<file path="config.mk">
export PLATFORM = sky130hd
export DESIGN_NAME = data_sram_like_bridge
export DESIGN_NICKNAME = d
export VERILOG_FILES = /design/src/rtl/bridge_pkg.sv /design/src/rtl/sel_to_size.sv /design/src/rtl/data_sram_like_bridge.sv
export SDC_FILE = /design/constraint.sdc
export NUM_CORES = 1
export LEC_CHECK = 0
export BUFFER_PORTS_ARGS = -buffer_cell sky130_fd_sc_hd__buf_2
export CORE_MARGIN = 4
export CORE_UTILIZATION = 25
export CTS_CLUSTER_SIZE = 28
export DETAILED_ROUTE_END_ITERATION = 12
export SETUP_SLACK_MARGIN = 0.1
export SLEW_MARGIN = 5
export SYNTH_ARGS = -nofsm -noshare
export SYNTH_HDL_FRONTEND = slang
export SYNTH_SLANG_ARGS = --single-unit
</file>
<file path="constraint.sdc">
create_clock -name clk -period 1.55 [get_ports clk]
set_clock_uncertainty 0.05 [all_clocks]
set_input_delay 0.0775 -clock clk [delete_from_list [all_inputs] [get_ports clk]]
set_output_delay 0.0775 -clock clk [all_outputs]
set_load 0.01 [all_outputs]
</file>
<file path="src/rtl/bridge_pkg.sv">
// Shared types and constants for the SRAM-like bus bridges (data side now,
// instruction side later).
package bridge_pkg;

  // Bridge FSM states
  typedef enum logic [2:0] {
    IDLE,
    REQ,
    WAIT,
    DONE,
    DRAIN
  } BridgeState;

  // SRAM-like bus transfer size encoding
  localparam logic [1:0] SIZE_BYTE = 2'd0;
  localparam logic [1:0] SIZE_HALF = 2'd1;
  localparam logic [1:0] SIZE_WORD = 2'd2;

  // Word handed to the datapath when the watchdog forces a load to complete
  localparam logic [31:0] TIMEOUT_DATA = 32'hDEADBEEF;

endpackage

</file>
<file path="src/rtl/sel_to_size.sv">
// Maps a 4-bit byte-enable pattern to an SRAM-like bus transfer size.
// Single bytes map to SIZE_BYTE and aligned halves to SIZE_HALF. Every other
// pattern, including irregular ones, falls back to SIZE_WORD without
// complaint.
module sel_to_size
  import bridge_pkg::*;
(
  input  logic [3:0] sel,
  output logic [1:0] size
);

  // Decode byte enables into bus size
  always_comb begin
    size = SIZE_WORD;
    case (sel)
      4'b0001, 4'b0010, 4'b0100, 4'b1000: size = SIZE_BYTE;
      4'b0011, 4'b1100:                   size = SIZE_HALF;
      default:                            size = SIZE_WORD;
    endcase
  end

endmodule

</file>
<file path="src/rtl/data_sram_like_bridge.sv">
// Data-memory bridge: turns the mem stage's single-cycle access into one
// split-transaction SRAM-like bus access. It holds the pipeline with stall_req
// until the access completes, then keeps the load data steady while the whole
// pipeline is frozen.
//
// Optional build macro BRIDGE_TIMEOUT_EN adds a watchdog. If the bus does not
// respond within TIMEOUT_CYCLES cycles, the watchdog completes the access
// itself and sets the sticky bus_err flag. Without this macro the bridge waits
// forever and bus_err is tied low.
module data_sram_like_bridge
  import bridge_pkg::*;
#(
  parameter int ADDR_W         = 32,
  parameter int TIMEOUT_CYCLES = 255
) (
  input  logic              clk,
  input  logic              rst,
  input  logic              mem_en,
  input  logic [3:0]        mem_sel,
  input  logic [ADDR_W-1:0] mem_addr,
  input  logic [31:0]       mem_wdata,
  output logic [31:0]       mem_rdata,
  output logic              stall_req,
  input  logic              pipe_stall,
  input  logic              flush,
  output logic              req,
  output logic              wr,
  output logic [1:0]        size,
  output logic [ADDR_W-1:0] addr,
  output logic [31:0]       wdata,
  input  logic              addr_ok,
  input  logic              data_ok,
  input  logic [31:0]       rdata,
  output logic              bus_err
);

  BridgeState state;
  BridgeState stateNext;
  logic       captureData;
  logic       loadTimeoutData;
  logic       timeoutHit;
  logic [1:0] writeSize;

  sel_to_size uSelToSize (
    .sel  (mem_sel),
    .size (writeSize)
  );

  // The datapath holds address and data stable while stalled, so the bus
  // fields are a straight combinational view of the mem stage.
  assign wr    = |mem_sel;
  assign wdata = mem_wdata;
  assign size  = wr ? writeSize : SIZE_WORD;
  assign addr  = wr ? mem_addr : {mem_addr[ADDR_W-1:2], 2'b00};

  // State register; reset drops any in-flight access (the slave resets too)
  always_ff @(posedge clk) begin
    if (!rst) begin
      state <= IDLE;
    end else begin
      state <= stateNext;
    end
  end

  // Next-state, bus request, stall request and data-capture strobes
  always_comb begin
    stateNext       = state;
    req             = 1'b0;
    captureData     = 1'b0;
    loadTimeoutData = 1'b0;
    stall_req       = (mem_en && (state != DONE)) || (state == DRAIN);
    case (state)
      IDLE: begin
        req = mem_en & ~flush;
        if (mem_en && !flush) begin
          stateNext = addr_ok ? WAIT : REQ;
        end
      end
      REQ: begin
        req = 1'b1;
        if (flush) begin
          stateNext = IDLE;
        end else if (addr_ok) begin
          stateNext = WAIT;
        end else if (timeoutHit) begin
          stateNext       = DONE;
          loadTimeoutData = 1'b1;
        end
      end
      WAIT: begin
        if (data_ok) begin
          if (flush) begin
            stateNext = IDLE;
          end else begin
            stateNext   = DONE;
            captureData = 1'b1;
          end
        end else if (flush) begin
          stateNext = DRAIN;
        end else if (timeoutHit) begin
          stateNext       = DONE;
          loadTimeoutData = 1'b1;
        end
      end
      DRAIN: begin
        if (data_ok || timeoutHit) begin
          stateNext = IDLE;
        end
      end
      DONE: begin
        if (!pipe_stall || flush) begin
          stateNext = IDLE;
        end
      end
      default: begin
        stateNext = IDLE;
      end
    endcase
  end

  // Load data register: captured on completion, held otherwise
  always_ff @(posedge clk) begin
    if (!rst) begin
      mem_rdata <= '0;
    end else if (captureData) begin
      mem_rdata <= rdata;
    end else if (loadTimeoutData) begin
      mem_rdata <= TIMEOUT_DATA;
    end
  end

`ifdef BRIDGE_TIMEOUT_EN
  localparam int WD_W = (TIMEOUT_CYCLES > 255) ? $clog2(TIMEOUT_CYCLES + 1) : 8;
  localparam logic [WD_W-1:0] WD_LAST = WD_W'(TIMEOUT_CYCLES - 1);

  logic [WD_W-1:0] wdCount;
  logic            errFlag;

  // The watchdog restarts on every state change and counts only while the
  // bus owes a response. The hit fires in the TIMEOUT_CYCLES-th cycle.
  always_ff @(posedge clk) begin
    if (!rst) begin
      wdCount <= '0;
    end else if (stateNext != state) begin
      wdCount <= '0;
    end else if (state inside {REQ, WAIT, DRAIN}) begin
      wdCount <= wdCount + WD_W'(1);
    end
  end

  assign timeoutHit = (state inside {REQ, WAIT, DRAIN}) && (wdCount == WD_LAST);

  // Sticky error flag, cleared only by reset
  always_ff @(posedge clk) begin
    if (!rst) begin
      errFlag <= 1'b0;
    end else if (timeoutHit) begin
      errFlag <= 1'b1;
    end
  end

  assign bus_err = errFlag;
`else
  logic unusedTimeoutCfg;

  // The watchdog limit only matters in the timeout build. It is consumed here
  // so the parameter stays part of the interface in both builds.
  assign unusedTimeoutCfg = (TIMEOUT_CYCLES != 0);
  assign timeoutHit       = 1'b0;
  assign bus_err          = 1'b0;
`endif

endmodule

</file>
==> results of run 1 <==
==> final timing paths <==
check	startpoint	to	slack, ns	depth (start not counted)
max	state[0]	req	0.21	4
min	rst	state[2]	0.04	3
max reg2reg	state[0]	state[1]	0.22	5
min reg2reg	mem_rdata[3]	mem_rdata[3]	0.40	2
==> state kept, by name, indices dropped and copies added (netlist names) <==
register and flops:
mem_rdata 32, state 3
==> stage by stage <==
step	total power (uW)	setup WS [ns]	cell area, sq um	utilization, %
floorplan	1290	0.202	2030	-
global placement	1240	0.210	2070	26.5
detailed placement	1250	0.187	2070	26.5
CTS	2060	0.167	2490	31.9
global route	2120	0.108	2500	32.0
finish	2020	0.211	2500	32.0
==> per-layer routing <==
layer | vias to the layer above | GRT usage [%] | share of wire, %
met5 | - | 0 | 0
met4 | 0 | 5.64 | 3.5
met3 | 28 | 3.43 | 10
met2 | 88 | 16.6 | 47
met1 | 758 | 9.75 | 40
li1 | 846 | - | -
==> what timing repair did <==
action | CTS | global route
hold buffers | 32 | 0
resized for setup | 0 | 3
setup buffers | 0 | 0
endpoints found under the hold margin | 32 | 0
endpoints found under the setup margin | 0 | 29
==> power groups by stage <==
| stage | Sequential (uW) | Clock (uW) | Combinational, uW |
|---|---|---|---|
| finish | 935 | 727 | 354 |
| global route | 938 | 794 | 391 |
| CTS | 934 | 772 | 353 |
| detailed placement | 956 | 0 | 291 |
| global placement | 955 | 0 | 289 |
| floorplan | 963 | 0 | 329 |
==> cells in the mapped netlist, types with 2 or more instances <==
cell | count | area [sq um]
clkbuf_1 | 5 | 18.8
nor2b_1 | 2 | 12.5
nand3_1 | 3 | 15.0
nor2_1 | 4 | 15.0
nand2b_1 | 2 | 12.5
buf_4 | 64 | 480
a21boi_2 | 7 | 78.8
a21boi_0 | 2 | 15.0
a21oi_1 | 3 | 15.0
dfxtp_1 | 35 | 701
o21ai_0 | 4 | 20.0
buf_2 | 4 | 20.0
nand2_1 | 70 | 263
nor3b_1 | 2 | 15.0
inv_1 | 3 | 11.3
a21boi_1 | 23 | 173
buf_6 | 4 | 45.0
==> layout by cell type (no fill, tap or decap), types with 2 or more instances in the layout <==
cell type | Yosys | final
a21boi_1 | 23 | 23
nor2_1 | 4 | 4
buf_4 | 64 | 6
nor2b_1 | 2 | 2
buf_2 | 4 | 83
nand2b_1 | 2 | 2
nand2_1 | 70 | 70
dfxtp_1 | 35 | 35
a21boi_2 | 7 | 7
nor3b_1 | 2 | 2
o21ai_0 | 4 | 3
a21oi_1 | 3 | 3
a21boi_0 | 2 | 2
inv_1 | 3 | 3
dlygate4sd3_1 | 0 | 32
clkbuf_8 | 0 | 7
nand3_1 | 3 | 3
==> critical path, cell delays in order (launching register included) <==
cell and delay (ns):
dfxtp_1 0.33, buf_4 0.15, inv_1 0.08, a211oi_1 0.21, buf_2 0.17
==> logic make-up (layout without fill, tap and decap cells) <==
| logic type | after synthesis | count (layout) | synth area share [%] |
|---|---|---|---|
| AOI/OAI and AO/OA | 45 | 45 | 17.2 |
| xor gates and xnor gates | 1 | 1 | 0.432 |
| buffers and inverters | 80 | 133 | 28.4 |
| DFF | 35 | 35 | 34.6 |
| muxes | 1 | 1 | 0.494 |
| other | 1 | 1 | 0.185 |
| and+or+nand+nor | 89 | 89 | 18.7 |
==> area by class of cell <==
class                           instances  area (sq um)  area share (%)
Clock buffer                            7          96.3            3.85
Clock inverter                          1          7.51           0.300
Inverter                                3          11.3           0.450
Multi-Input combinational cell        137           756            30.2
Sequential cell                        35           701            28.0
Tap cell                              102           128            5.11
Timing Repair Buffer                  122           801            32.0
==> flow_summary.toml, run 1 <==
[outcome]
outcome = "complete, no violations"

[logic_synthesis]
synth_ff_type = "dfxtp_1"
synthArstFlopShare_pct = 0
netlist_instances = 252
avgSynthCellArea_sq_um = 8.04
syn-cell-area_sq_um = 2030
yosysSeqAreaShare_pct = 34.6
synth_edf_count = 0
ys_ff_latch = 35
yosys_warnings = 0
syn-num-nets = 359
yosysUniqueCellTypes = 32

[clocking]
cts_tree = "built"
cts.sinks = 35
clockBufferDepth = 2
clk_pin_slew_ns = 0.07
cts_buffers = 5
insertion_delay_ns = 0.28
clockRootBuffer = "clkbuf_8"
htree_levels = 2

[timing]
rsz0062_at_grt = "no"
finalSetupViolations = 0
period_share_pct = 86.4
hold_viol = 0
fin_crit_ns = 1.34
fmax_mhz = 747
final-max-slew-violation-count = 0
holdWs_ns = 0.0433
tns_ns = 0

[cells_and_area]
area_growth_pct = 23.4
fillers = 828
drive_gt1_share_pct = 35.4
fin_nets = 411
diodes = 0
final_cells = 407

[global_route]
gr-total-overflow = 0
antenna_found_initial = 0
grt_pass1_wl_um = 7530
track_usage_pct = 9.54
grt_max_degree = 30
grt_pass1_vias = 1683

[place]
place_inst = 367
portBuffers = 83
place_hpwl_um = 3370
place.gp.congestion = 0.821

[floorplan]
initial_utilization_pct = 25.9
core_area_sq_um = 7810
row_count = 32
die_area_sq_um = 9610
io_pins = 209
die_h_um = 98.0
die_x_um = 98.0

[power]
seq_power_share_pct = 46.4
p_switching_uw = 491
power_density_nw_per_um2 = 806
combPwrFrac_pct = 17.6
switching_share_pct = 24.4
p_clk_share_pct = 36.1
power.internal_uw = 1520
p_leak_uw = 0.00108
peakVddDrop_uv = 305

[detailed_routing]
firstDrtPassIters = 6
vias = 1720
drc = 0
drtAntennaViolNets = 0
post_drt_wl_per_cell_um = 11.4
drt-initial-drc-count = 40
routed_via_density = 4.23
wirelength_um = 4650

[setup_path]
required_ns = 1.42
cp.arrival_ns = 1.21
endpoint_kind = "primary output"
timing_worst_setup_path_type = "flip-flop to primary output"
critPathLaunchType = "flip-flop"
critPathMaxFanout = 9

[worst_hold_path]
worstHoldPathType = "input pin to flip-flop"

[run]
drv_cap = 0
(Power assumes the default switching activity.)
==> run 2: changes to the inputs <==
==> constraint.sdc (replaced) <==
create_clock -name clk -period 1.55 [get_ports clk]
set_clock_uncertainty 0.05 [all_clocks]
set_input_delay 0.31 -clock clk [delete_from_list [all_inputs] [get_ports clk]]
set_output_delay 0.31 -clock clk [all_outputs]
set_load 0.01 [all_outputs]
==> flow_summary.toml, run 2 (same netlist as run 1, synthesis figures left out) <==
[cells_and_area]
largest_reg_flops = 32
regMostFlops = "mem_rdata"
reg.largest.list = "mem_rdata (32), state (3)"
diodes = 0
drive_gt1_share_pct = 47.1
final_cell_mix = "buf_2 (83), nand2_1 (63), dfxtp_1 (33)"
final_common_cell = "buf_2"
final_area_sq_um = 2370
fin_nets = 386
area_growth_pct = 17.2

[clocking]
clockRootBuffer = "clkbuf_8"
clockBufferDepth = 2
cts_tree = "built"
htree_levels = 2
cts.sinks = 35
cts_buffers = 5
insertion_delay_ns = 0.28
cts_hold_buf = 0
clk_pin_slew_ns = 0.07

[detailed_routing]
post_drt_wl_per_cell_um = 13.0
vias = 1684
routed_via_density = 4.41
wirelength_um = 4950
drc = 0
firstDrtPassIters = 4
drtAntennaViolNets = 0
drt-initial-drc-count = 37

[global_route]
track_usage_pct = 9.20
grt_pass1_wl_um = 7280
antenna_found_initial = 0
grt_pass1_vias = 1582
gr-total-overflow = 0
grt_max_degree = 30

[power]
peakVddDrop_uv = 292
p_switching_uw = 516
p_clk_share_pct = 36.0
seq_power_share_pct = 46.2
power.internal_uw = 1520
power_density_nw_per_um2 = 856
p_total_uw = 2030
switching_share_pct = 25.4
combPwrFrac_pct = 17.9
p_leak_uw = 0.00106

[timing]
tns_ns = 0
rsz0062_at_grt = "yes"
period_share_pct = 94.6
fin_crit_ns = 1.47
finalSetupViolations = 0
final-max-slew-violation-count = 0
fmax_mhz = 682
hold_viol = 0
fin_ws_ns = 0.0838

[setup_path]
cp.arrival_ns = 1.63
regToRegSetupSlack_ns = 0.08
endpoint_kind = "flip-flop"
critPathMaxFanout = 7
critPathLaunchType = "flip-flop"
timing_worst_setup_path_type = "flip-flop to flip-flop"
required_ns = 1.72

[place]
dp_worst_setup_slack_ns = 0.0532
place.gp.congestion = 0.786
place_hpwl_um = 3360
portBuffers = 83
placed_area_sq_um = 2070

[floorplan]
die_area_sq_um = 9610
row_count = 32
io_pins = 209
die_h_um = 98.0
initial_utilization_pct = 25.9
core_area_sq_um = 7810
die_x_um = 98.0

[run]
drv_cap = 0

[outcome]
outcome = "complete, no violations"

[worst_hold_path]
worstHoldPathType = "input pin to flip-flop"
run 2: changes by cell type in the layout (fill, tap and decap cells not counted), sizes merged:
cell         before  now
buf              90   95
clkbuf            7    9
dlygate4sd3      32    0
run 2: timing repair:
item                       4_1_cts  5_1_grt
gates cloned                     0        3
setup endpoints to repair        4       34
resized for setup                8       26
pin swaps                        1       18
buffers inserted                 2        3
run 2: final timing paths:
kind	end	start	cells past startpoint
hold reg to reg	mem_rdata[0]	mem_rdata[0]	2
setup reg to reg	mem_rdata[20]	state[0]	6
setup / recovery	mem_rdata[20]	state[0]	6
hold / removal	mem_rdata[16]	rdata[16]	3
run 2: layer usage:
metal,vias to the layer above,global-route usage [%],routed length [um]
li1,794,-,-
met1,772,9.99,1990
met2,92,15.1,2340
met3,26,3.57,487
met4,0,5.54,138
met5,-,0,0
run 2: worst max-delay path, stage by stage (launching register included):
cell,delay [ns]
dfxtp_2,0.33
buf_6,0.11
and4bb_1,0.30
and2b_4,0.25
clkbuf_16,0.19
nand2_1,0.06
a21boi_1,0.11
run 2: layout make-up:
class	count	area, sq um
clock buffers	7	96.3
clock inverters	1	7.51
fillers	849	5430
inverters	3	13.8
multi-input cells	137	831
flip-flops and latches	35	706
well taps	102	128
repair buffers	97	592
run 2: per-stage QoR:
stage | cells | util (%) | hold WS (ns)
after global routing | 382 | 30.4 | 0.200
after global placement | 366 | 26.6 | 0.388
after CTS | 376 | 28.3 | 0.194
after floorplan | 252 | - | 0.395
final | 382 | 30.4 | 0.207
after detailed placement | 366 | 26.6 | 0.396
run 2: power groups by stage:
| stage | clock network, uW | registers (uW) | logic, uW |
|---|---|---|---|
| after global placement | 0 | 960 | 285 |
| after CTS | 772 | 938 | 313 |
| after floorplan | 0 | 963 | 329 |
| final | 731 | 938 | 363 |
| after global routing | 807 | 941 | 399 |
| after detailed placement | 0 | 960 | 289 |
==> run 3: changes to the inputs <==
--- a/config.mk
+++ b/config.mk
@@ -5,6 +5,7 @@
 export SDC_FILE = /design/constraint.sdc
 export NUM_CORES = 1
 export LEC_CHECK = 0
+export ABC_AREA = 1
 export BUFFER_PORTS_ARGS = -buffer_cell sky130_fd_sc_hd__buf_2
 export CORE_MARGIN = 4
 export CORE_UTILIZATION = 25
==> flow_summary.toml, run 3 <==
[detailed_routing]
wirelength_um = 4390
drc = 0
drtAntennaViolNets = 0
routed_via_density = 4.16
drt-initial-drc-count = 43
firstDrtPassIters = 3
vias = 1629
post_drt_wl_per_cell_um = 11.2

[logic_synthesis]
synth_top_area_cell = "dfxtp_1"
synth_top_area_share_pct = 36.1
synth_ff_type = "dfxtp_1"
yosys_warnings = 0
yosysMostFrequentCell = "nor2_1"
netlist_instances = 267
synthArstFlopShare_pct = 0
yosys-top-cells-count = "nor2_1 (80), buf_4 (63), dfxtp_1 (35)"
synthTopCellsByArea = "dfxtp_1 (36%), buf_4 (24%), nor2_1 (15%), o21ai_1 (5.7%), o21ai_0 (2.6%)"
syn-num-nets = 374
syn-cell-area_sq_um = 1940
synth_edf_count = 0
ys_ff_latch = 35
avgSynthCellArea_sq_um = 7.28
yosysSeqAreaShare_pct = 36.1
yosysUniqueCellTypes = 23

[timing]
tns_ns = 0
hold_viol = 0
period_share_pct = 92.7
finalSetupViolations = 0
final-max-slew-violation-count = 0
fin_crit_ns = 1.44
fin_ws_ns = 0.114
rsz0062_at_grt = "yes"
fmax_mhz = 696

[floorplan]
row_count = 31
core_area_sq_um = 7410
initial_utilization_pct = 26.2
die_area_sq_um = 9250
io_pins = 209
die_x_um = 96.2
die_h_um = 96.2

[global_route]
track_usage_pct = 8.84
antenna_found_initial = 0
grt_pass1_vias = 1435
grt_max_degree = 25
grt_pass1_wl_um = 6370
gr-total-overflow = 0

[cells_and_area]
diodes = 0
final_area_sq_um = 2160
final_cell_mix = "buf_2 (83), nor2_1 (76), dfxtp_1 (32)"
largest_reg_flops = 32
fin_nets = 399
reg.largest.list = "mem_rdata (32), state (3)"
drive_gt1_share_pct = 39.6
regMostFlops = "mem_rdata"
final_common_cell = "buf_2"
area_growth_pct = 11.1

[setup_path]
timing_worst_setup_path_type = "flip-flop to primary output"
cp_top_family = "flip-flops"
cp.arrival_ns = 1.08
reg2regPathDepth = 6
required_ns = 1.19
critPathLaunchType = "flip-flop"
path_buf_inv = 2
r2r_end = "mem_rdata[11]"
cp_slowest_cell = "dfxtp_4"
max_stage_delay_ns = 0.40
r2r_start = "state[1]"
critPathMaxFanout = 4
path_cells = "inv_4 > nor2_4 > a21oi_2 > buf_2"
endpoint_kind = "primary output"
regToRegSetupSlack_ns = 0.25

[place]
place_hpwl_um = 3370
dp_worst_setup_slack_ns = 0.125
place.gp.congestion = 0.838
placed_area_sq_um = 2010
portBuffers = 83

[power]
p_leak_uw = 0.00105
seq_power_share_pct = 42.1
power_density_nw_per_um2 = 1280
p_switching_uw = 977
switching_share_pct = 35.3
p_clk_share_pct = 22.5
combPwrFrac_pct = 35.4
peakVddDrop_uv = 333
power.internal_uw = 1790

[clocking]
clockBufferDepth = 2
clk_pin_slew_ns = 0.07
cts_buffers = 5
insertion_delay_ns = 0.28
htree_levels = 2
clockRootBuffer = "clkbuf_8"
cts.sinks = 35
cts_tree = "built"
cts_hold_buf = 0

[worst_hold_path]
worstHoldPathType = "input pin to flip-flop"
hold_depth = 3
min_to = "mem_rdata[27]"
hp-start = "rdata[27]"

[run]
drv_cap = 0

[outcome]
outcome = "complete, no violations"
-- run 3: cell types whose count changed after synthesis, moves of 6 or more --
| cell | delta |
|---|---|
| a21boi_2 | -7 |
| a21boi_1 | -23 |
| o21ai_0 | +6 |
| o21ai_1 | +22 |
| nor2_1 | +76 |
| inv_1 | +9 |
| nand2_1 | -60 |
-- run 3: cell type report --
class / instances / area [sq um]
timing repair buffer: 90 / 497
multi-input combinational: 146 / 689
clock inverter: 1 / 5.00
inverter: 14 / 55.1
fill: 827 / 5250
clock buffer: 7 / 76.3
tap: 99 / 124
sequential: 35 / 712
-- run 3: logic make-up (layout without fill, tap and decap cells) --
logic type,Yosys count,count (layout),share of synthesized area [%]
and+or+nand+nor,107,107,23.7
buffers and inverters,86,112,30.1
DFF,35,35,36.1
other,1,1,0.193
AOI/OAI and AO/OA,38,38,9.92
-- run 3: what timing repair did --
action	4_1_cts	5_1_grt
pin swaps	1	4
endpoints found under the hold margin	0	0
gates resized for setup	4	13
setup endpoints to repair	2	5
setup buffers	0	2
-- run 3: metal layers --
metal	track usage (%)	part of all wire, %
met1	8.79	40
met2	15.1	44
met3	3.91	12
met4	5.33	3.9
met5	0	0
-- run 3: power groups by stage --
stage | registers, uW | clock network (uW) | logic [uW]
floorplan | 1170 | 0 | 743
global placement | 1140 | 0 | 883
detailed placement | 1140 | 0 | 893
CTS | 1130 | 670 | 899
global route | 1180 | 706 | 1110
finish | 1160 | 622 | 980
-- run 3: worst reg2reg max path, cell delays in order, from the launching register on --
cell and delay (ns):
dfxtp_4 0.40, inv_4 0.04, nor2_4 0.16, nand3_2 0.09, buf_4 0.20, o21ai_0 0.19
nor2_1 0.06
-- run 3: per-stage QoR --
step	power [uW]	std cells	util, %	hold WS (ns)
6_report	2770	392	29.1	0.216
3_3_place_gp	2020	382	27.2	0.409
4_1_cts	2700	390	28.3	0.202
2_1_floorplan	1910	267	-	0.396
5_1_grt	3000	392	29.1	0.211
3_5_place_dp	2030	382	27.2	0.416
-- run 3: how the worst max path moves through the flow --
stage | to | from | cells after the start
2_1_floorplan | size[1] | mem_sel[0] | 3
4_1_cts | req | state[1] | 3
6_report | stall_req | state[1] | 4
5_1_grt | stall_req | state[1] | 4
3_5_place_dp | size[1] | mem_sel[3] | 6
3_3_place_gp | size[1] | mem_sel[3] | 5
